### config.mk
export PLATFORM = sky130hd
export DESIGN_NAME = motor_cmd_sequencer
export DESIGN_NICKNAME = d
export VERILOG_FILES = /design/src/rtl/motor_cmd_sequencer.sv
export SDC_FILE = /design/constraint.sdc
export NUM_CORES = 1
export LEC_CHECK = 0
export CAP_MARGIN = 20
export CORE_MARGIN = 2
export CORE_UTILIZATION = 35
export DETAILED_ROUTE_END_ITERATION = 16
export PLACE_DENSITY = 0.59
export SLEW_MARGIN = 20
export SYNTH_ARGS = -nofsm -noshare
export SYNTH_HDL_FRONTEND = slang
export SYNTH_SLANG_ARGS = --single-unit
### constraint.sdc
create_clock -name user_clk -period 6.57 [get_ports user_clk]
set_input_delay 1.314 -clock user_clk [delete_from_list [all_inputs] [get_ports user_clk]]
set_output_delay 1.314 -clock user_clk [all_outputs]
set_load 0.02 [all_outputs]
### src/rtl/motor_cmd_sequencer.sv
// rtl/motor_cmd_sequencer.sv - H-bridge command sequencer with PWM ramp, dead time and watchdog
module motor_cmd_sequencer #(
    parameter int RAMP_DIV        = 4,
    parameter int RAMP_STEP       = 256,
    parameter int DEADTIME_CYCLES = 8,
    parameter int WDOG_CYCLES     = 1000000
) (
    input  logic        user_clk,
    input  logic        rst_n,
    input  logic        cmd_wr,
    input  logic [7:0]  cmd_in,
    input  logic [15:0] pwm_in,
    output logic [7:0]  cmd_out,
    output logic [15:0] pwm_out,
    output logic        busy,
    output logic        wdog_trip,
    output logic        bad_cmd
);

    localparam logic [1:0] ST_IDLE  = 2'd0;
    localparam logic [1:0] ST_RUN   = 2'd1;
    localparam logic [1:0] ST_BRAKE = 2'd2;
    localparam logic [1:0] ST_DEAD  = 2'd3;

    localparam logic [7:0] CMD_STOP = 8'd0;
    localparam logic [7:0] CMD_MAX  = 8'd4;

    localparam int PW = (RAMP_DIV > 1) ? $clog2(RAMP_DIV) : 1;
    localparam int DW = $clog2(DEADTIME_CYCLES + 1);

    localparam logic [PW-1:0] PRESC_LAST = PW'(RAMP_DIV - 1);
    localparam logic [DW-1:0] DEAD_LOAD  = DW'(DEADTIME_CYCLES);
    localparam logic [DW-1:0] DEAD_ONE   = DW'(1);
    localparam logic [31:0]   WDOG_LOAD  = 32'(WDOG_CYCLES);
    localparam logic [16:0]   STEP17     = 17'(RAMP_STEP);

    logic [1:0]    state;
    logic [7:0]    tgt_cmd;
    logic [15:0]   tgt_pwm;
    logic [PW-1:0] presc;
    logic          tick;
    logic [DW-1:0] dead_cnt;
    logic [31:0]   wdog_cnt;
    logic          wdog_expire;
    logic          cmd_valid;

    logic [16:0]   goal;
    logic [16:0]   cur;
    logic [16:0]   diff;
    logic [16:0]   ramp_up;
    logic [16:0]   ramp_dn;
    logic          up;
    logic [15:0]   pwm_step;

    assign tick      = (presc == PRESC_LAST);
    assign cmd_valid = (cmd_in <= CMD_MAX);

    // A write landing on the expiry cycle takes priority, so expiry needs a quiet cycle
    assign wdog_expire = (WDOG_CYCLES != 0) && !cmd_wr && (wdog_cnt == 32'd1);

    assign busy = (state == ST_BRAKE) || (state == ST_DEAD) ||
                  ((state == ST_RUN) && (pwm_out != tgt_pwm));

    // Free-running ramp prescaler, one tick every RAMP_DIV cycles
    always_ff @(posedge user_clk or negedge rst_n) begin
        if (!rst_n) begin
            presc <= '0;
        end else if (tick) begin
            presc <= '0;
        end else begin
            presc <= presc + 1'b1;
        end
    end

    // Watchdog counter: reloaded by every write, otherwise counts down and sticks at 0
    always_ff @(posedge user_clk or negedge rst_n) begin
        if (!rst_n) begin
            wdog_cnt <= '0;
        end else if (cmd_wr) begin
            wdog_cnt <= WDOG_LOAD;
        end else if (wdog_cnt != 32'd0) begin
            wdog_cnt <= wdog_cnt - 32'd1;
        end
    end

    // Target registers and sticky flags; a bad command or watchdog expiry parks the target at STOP/0
    always_ff @(posedge user_clk or negedge rst_n) begin
        if (!rst_n) begin
            tgt_cmd   <= CMD_STOP;
            tgt_pwm   <= '0;
            bad_cmd   <= 1'b0;
            wdog_trip <= 1'b0;
        end else if (cmd_wr) begin
            wdog_trip <= 1'b0;
            if (cmd_valid) begin
                tgt_cmd <= cmd_in;
                tgt_pwm <= (cmd_in == CMD_STOP) ? 16'd0 : pwm_in;
                bad_cmd <= 1'b0;
            end else begin
                tgt_cmd <= CMD_STOP;
                tgt_pwm <= '0;
                bad_cmd <= 1'b1;
            end
        end else if (wdog_expire) begin
            tgt_cmd   <= CMD_STOP;
            tgt_pwm   <= '0;
            wdog_trip <= 1'b1;
        end
    end

    // Ramp goal and next PWM value, computed in 17 bits so the step never wraps past the goal
    always_comb begin
        goal     = '0;
        cur      = {1'b0, pwm_out};
        diff     = '0;
        up       = 1'b0;
        ramp_up  = cur + STEP17;
        ramp_dn  = cur - STEP17;
        pwm_step = pwm_out;
        if ((state == ST_RUN) && (tgt_cmd == cmd_out)) begin
            goal = {1'b0, tgt_pwm};
        end
        if (goal >= cur) begin
            diff = goal - cur;
            up   = 1'b1;
        end else begin
            diff = cur - goal;
        end
        if (diff <= STEP17) begin
            pwm_step = goal[15:0];
        end else if (up) begin
            pwm_step = ramp_up[15:0];
        end else begin
            pwm_step = ramp_dn[15:0];
        end
    end

    // PWM output only moves on a prescaler tick
    always_ff @(posedge user_clk or negedge rst_n) begin
        if (!rst_n) begin
            pwm_out <= '0;
        end else if (tick) begin
            pwm_out <= pwm_step;
        end
    end

    // Direction sequencer: a direction change always brakes to 0 and waits out the dead time
    always_ff @(posedge user_clk or negedge rst_n) begin
        if (!rst_n) begin
            state    <= ST_IDLE;
            cmd_out  <= CMD_STOP;
            dead_cnt <= '0;
        end else begin
            case (state)
                ST_IDLE: begin
                    if (tgt_cmd != CMD_STOP) begin
                        state   <= ST_RUN;
                        cmd_out <= tgt_cmd;
                    end
                end
                ST_RUN: begin
                    if (tgt_cmd != cmd_out) begin
                        state <= ST_BRAKE;
                    end
                end
                ST_BRAKE: begin
                    if (pwm_out == 16'd0) begin
                        state    <= ST_DEAD;
                        cmd_out  <= CMD_STOP;
                        dead_cnt <= DEAD_LOAD;
                    end
                end
                ST_DEAD: begin
                    if (dead_cnt <= DEAD_ONE) begin
                        dead_cnt <= '0;
                        if (tgt_cmd == CMD_STOP) begin
                            state <= ST_IDLE;
                        end else begin
                            state   <= ST_RUN;
                            cmd_out <= tgt_cmd;
                        end
                    end else begin
                        dead_cnt <= dead_cnt - 1'b1;
                    end
                end
                default: begin
                    state   <= ST_IDLE;
                    cmd_out <= CMD_STOP;
                end
            endcase
        end
    end

endmodule

==> run_results.csv <==
group,metric,value,unit
place,place_area,7090,sq um
timing,drv_slew,0,
power,switching_share,0.430,
cts,clk_pin_slew,0.07,ns
power,peakVddDrop,0.206,mV
cts,ctsResizeCount,0,
yosys,synthMuxAreaShare,0.0158,
place,gp_congestion,0.980,
flow_run,drv_cap,0,
cells_and_area,diodes,0,
floorplanning,num_rows,49,
grt,gr-total-overflow,0,
route,ant_nets,0,
critical_path,worstSetupStartpointType,"register",
place,io_buffers,53,
yosys,synth_area,6400,sq um
yosys,syn_nets,794,
route,num_vias,5264,
yosys,synth-simple-area-share,0.204,
route,via_per_inst,5.30,
route,drt_pass1_iterations,5,
grt,grt_pass1_vias,5051,
critical_path,required,6.79,ns
cts,htreeDepth,3,
floorplanning,die_area,19400,sq um
cts,clk_latency,0.34,ns
cts,cts_max_path_buffers,2,
cts,cts.sink_count,90,
cells_and_area,layout.cells.non_filler,993,
yosys,synth_top_family_by_area,"simple AND/OR/NAND/NOR gates",
critical_path,r2r_slack,1.16,ns
power,internal_power,1.38,mW
yosys,synthDistinctLibCells,64,
critical_path,crit_type,"reg2reg",
timing,slew_headroom,0.282,
place,dp.final_hpwl,12.2,mm
yosys,synth.ff_latch_count,90,
yosys,synth-compound-area-share,0.186,
yosys,yosys.area_share.xor_xnor,0.0959,
cells_and_area,fill_cells,1740,
timing,tightestPinTransition,1.08,ns
route,drt_iter0_drc,392,
timing,setup-tns-final,0,ns
yosys,synthAdderAreaFrac,0.0951,
route,totalWireLength,16.0,mm
power,power,2.41,mW
timing,max_freq,185,MHz
timing,grt_setup_unrepaired,"no",
critical_path,arrival,5.64,ns
cts,post-cts-setup-buffer-count,0,
yosys,yosysWarnings,0,
power,leakagePower,3.38,nW
place,place_inst,977,
yosys,syn_inst,719,
timing,finalCritPeriodShare,0.824,
grt,grt_pass1_wl,26.6,mm
grt,antenna_found_initial,0,
power,pwr-share-comb,0.484,
floorplanning,core-area,18000,sq um
route,wl_per_cell,16.1,microns
floorplanning,initial_core_util,0.356,
timing,setup_violations,0,
floorplanning,die_w,139,microns
outcome,outcome,"finished clean",
power,p_clk_frac,0.223,
yosys,async_flop_share,1.00,
cts,cts_root_buffer,"clkbuf_16",
yosys,ys.flop_type,"dfrtp_1",
power,power_switching,1.04,mW
cells_and_area,stdcell_area,7410,sq um
yosys,avgSynthCellArea,8.90,sq um
power,pwr-share-seq,0.293,
yosys,synth_edf_count,0,
cells_and_area,areaGrowthSynthToFinish,15.9,%
cts,hold_buffers,0,
cts,cts_tree,"done",
cells_and_area,nets,834,
grt,grt_start_max_net_pins,47,
power,powerDensity,326,nW/um^2
cells_and_area,finalCoreUtilization,0.413,
timing,hold_viol_final,0,
grt,grt_use_total,0.168,
yosys,seq_area_frac_synth,0.352,
worst_hold_path,hold_path_class,"reg2reg",
critical_path,crit_path_end_kind,"register",
cells_and_area,layout-drive-gt1-share,0.0458,
route,remaining_drc_errors,0,
timing,skew,0.00638,ns
cts,cts_buffers,9,
floorplanning,fp.dieH,139,microns
floorplanning,boundaryPins,54,
critical_path,path_max_fanout,16,
timing,min_period,5.41,ns
metal layers:
layer  GRT usage  vias up  wire length, microns
li1            -     2652                     -
met1       0.241     2465                  7940
met2       0.251      122                  6890
met3      0.0363       25                   853
met4      0.0553        0                   344
met5           0        -                     0
path summary, 6_finish.rpt:
check                                          end  depth (start not counted)                   start
setup / recovery           pwm_out[15]$_DFFE_PN0P_                         22  cmd_out[7]$_DFFE_PN0P_
hold / removal                  presc[0]$_DFF_PN0_                          1      presc[0]$_DFF_PN0_
setup reg to reg           pwm_out[15]$_DFFE_PN0P_                         22  cmd_out[7]$_DFFE_PN0P_
hold reg to reg                 presc[0]$_DFF_PN0_                          1      presc[0]$_DFF_PN0_
max in group asynchronous     state[0]$_DFFE_PN0P_                          2                   rst_n
min in group asynchronous  wdog_cnt[2]$_DFFE_PN0P_                          1                   rst_n
stage by stage:
step	worst slack, ns	hold slack (ns)
after floorplan	1.73	0.403
after global placement	1.25	0.420
after detailed placement	1.24	0.427
after CTS	1.22	0.436
after global routing	0.645	0.465
final	1.16	0.439
power by group through the flow:
stage | combinational (mW) | sequential (mW) | clock, mW
after floorplan | 0.858 | 0.711 | 0
after global placement | 1.16 | 0.718 | 0
after detailed placement | 1.15 | 0.719 | 0
after CTS | 1.15 | 0.708 | 0.551
after global routing | 1.29 | 0.719 | 0.575
final | 1.17 | 0.708 | 0.538
worst max-delay path: stages, from the launching register on:
cell	delay, ns
dfrtp_1	0.41
xnor2_1	0.18
nand3_1	0.15
nor3_2	0.79
nand2_1	0.21
inv_1	0.10
ha_1	0.38
a21oi_1	0.27
o21ai_1	0.12
a221o_1	0.35
a21o_1	0.17
or2_4	0.28
inv_6	0.11
ha_1	0.24
a21o_1	0.18
a21oi_1	0.21
o21bai_1	0.09
a21oi_1	0.21
o21ai_0	0.15
xnor2_1	0.18
nand3b_1	0.13
a32oi_1	0.07
a311o_1	0.33
synth_stat cells (2+ instances only):
| cell type | n | area [sq um] |
|---|---|---|
| a21boi_1 | 2 | 15.0 |
| nand3b_1 | 5 | 37.5 |
| nand3_1 | 11 | 55.1 |
| o31ai_1 | 8 | 60.1 |
| a22oi_1 | 2 | 15.0 |
| nor3b_1 | 4 | 30.0 |
| nand2b_1 | 18 | 113 |
| or3_1 | 8 | 50.1 |
| nor4_1 | 19 | 119 |
| buf_6 | 6 | 67.6 |
| mux2i_1 | 9 | 90.1 |
| nor3_1 | 27 | 135 |
| a21oi_2 | 3 | 26.3 |
| o21a_1 | 3 | 22.5 |
| a22o_1 | 20 | 175 |
| xnor2_1 | 40 | 350 |
| a211oi_1 | 11 | 82.6 |
| a221o_1 | 3 | 30.0 |
| a21oi_1 | 27 | 135 |
| nor2b_1 | 6 | 37.5 |
| o21ai_0 | 38 | 190 |
| inv_1 | 44 | 165 |
| a211o_1 | 2 | 17.5 |
| nand4_1 | 6 | 37.5 |
| and2_1 | 8 | 50.1 |
| or4_1 | 10 | 75.1 |
| xor2_1 | 30 | 263 |
| dfrtp_1 | 90 | 2250 |
| and3_1 | 6 | 37.5 |
| a311o_1 | 3 | 30.0 |
| clkbuf_1 | 15 | 56.3 |
| a21o_1 | 12 | 90.1 |
| nand2_1 | 66 | 248 |
| ha_1 | 47 | 588 |
| o21bai_1 | 7 | 52.6 |
| nor2_1 | 62 | 233 |
| buf_2 | 5 | 25.0 |
| a31oi_1 | 10 | 62.6 |
sequential cells by signal, summed over array words and instances (netlist names), 2 cells and up:
name      cells
tgt_pwm      16
tgt_cmd       8
dead_cnt      4
state         2
cmd_out       8
pwm_out      16
wdog_cnt     32
presc         2
final cells by class:
type / instances / area [sq um] / share of cell area
Multi-Input combinational cell: 558 / 3850 / 0.519
Clock buffer: 10 / 239 / 0.0322
Timing Repair Buffer: 55 / 543 / 0.0732
Inverter: 45 / 174 / 0.0235
Sequential cell: 90 / 2250 / 0.304
Tap cell: 229 / 287 / 0.0386
Clock inverter: 6 / 70.1 / 0.00945
logic make-up (layout without fill, tap and decap cells):
| logic type | Yosys count | in the layout |
|---|---|---|
| simple gates | 261 | 261 |
| compound gates | 169 | 169 |
| flops | 90 | 90 |
| buf+inv | 71 | 116 |
| xor+xnor | 70 | 70 |
| fa+ha+maj | 48 | 48 |
| mux | 10 | 10 |
cells in the final DEF, fill, tap and decap left out, drive strengths merged, types with 4 or more instances in the layout:
cell            n
o21ai          40
a21oi          30
xor2           30
mux2i           9
a31oi          10
nand3b          5
inv            49
xnor2          40
ha             47
a211oi         11
clkbuf         10
or4            10
clkdlybuf4s50  52
dfrtp          90
or3             8
and2            8
o31ai           8
a22o           20
o21bai          7
and3            6
nand3          11
nor2b           6
nor2           62
nor3           28
nand2          66
nor4           19
a21o           12
nand2b         18
nand4           7
nor3b           4
No activity file was read; power rests on OpenSTA's default activity.
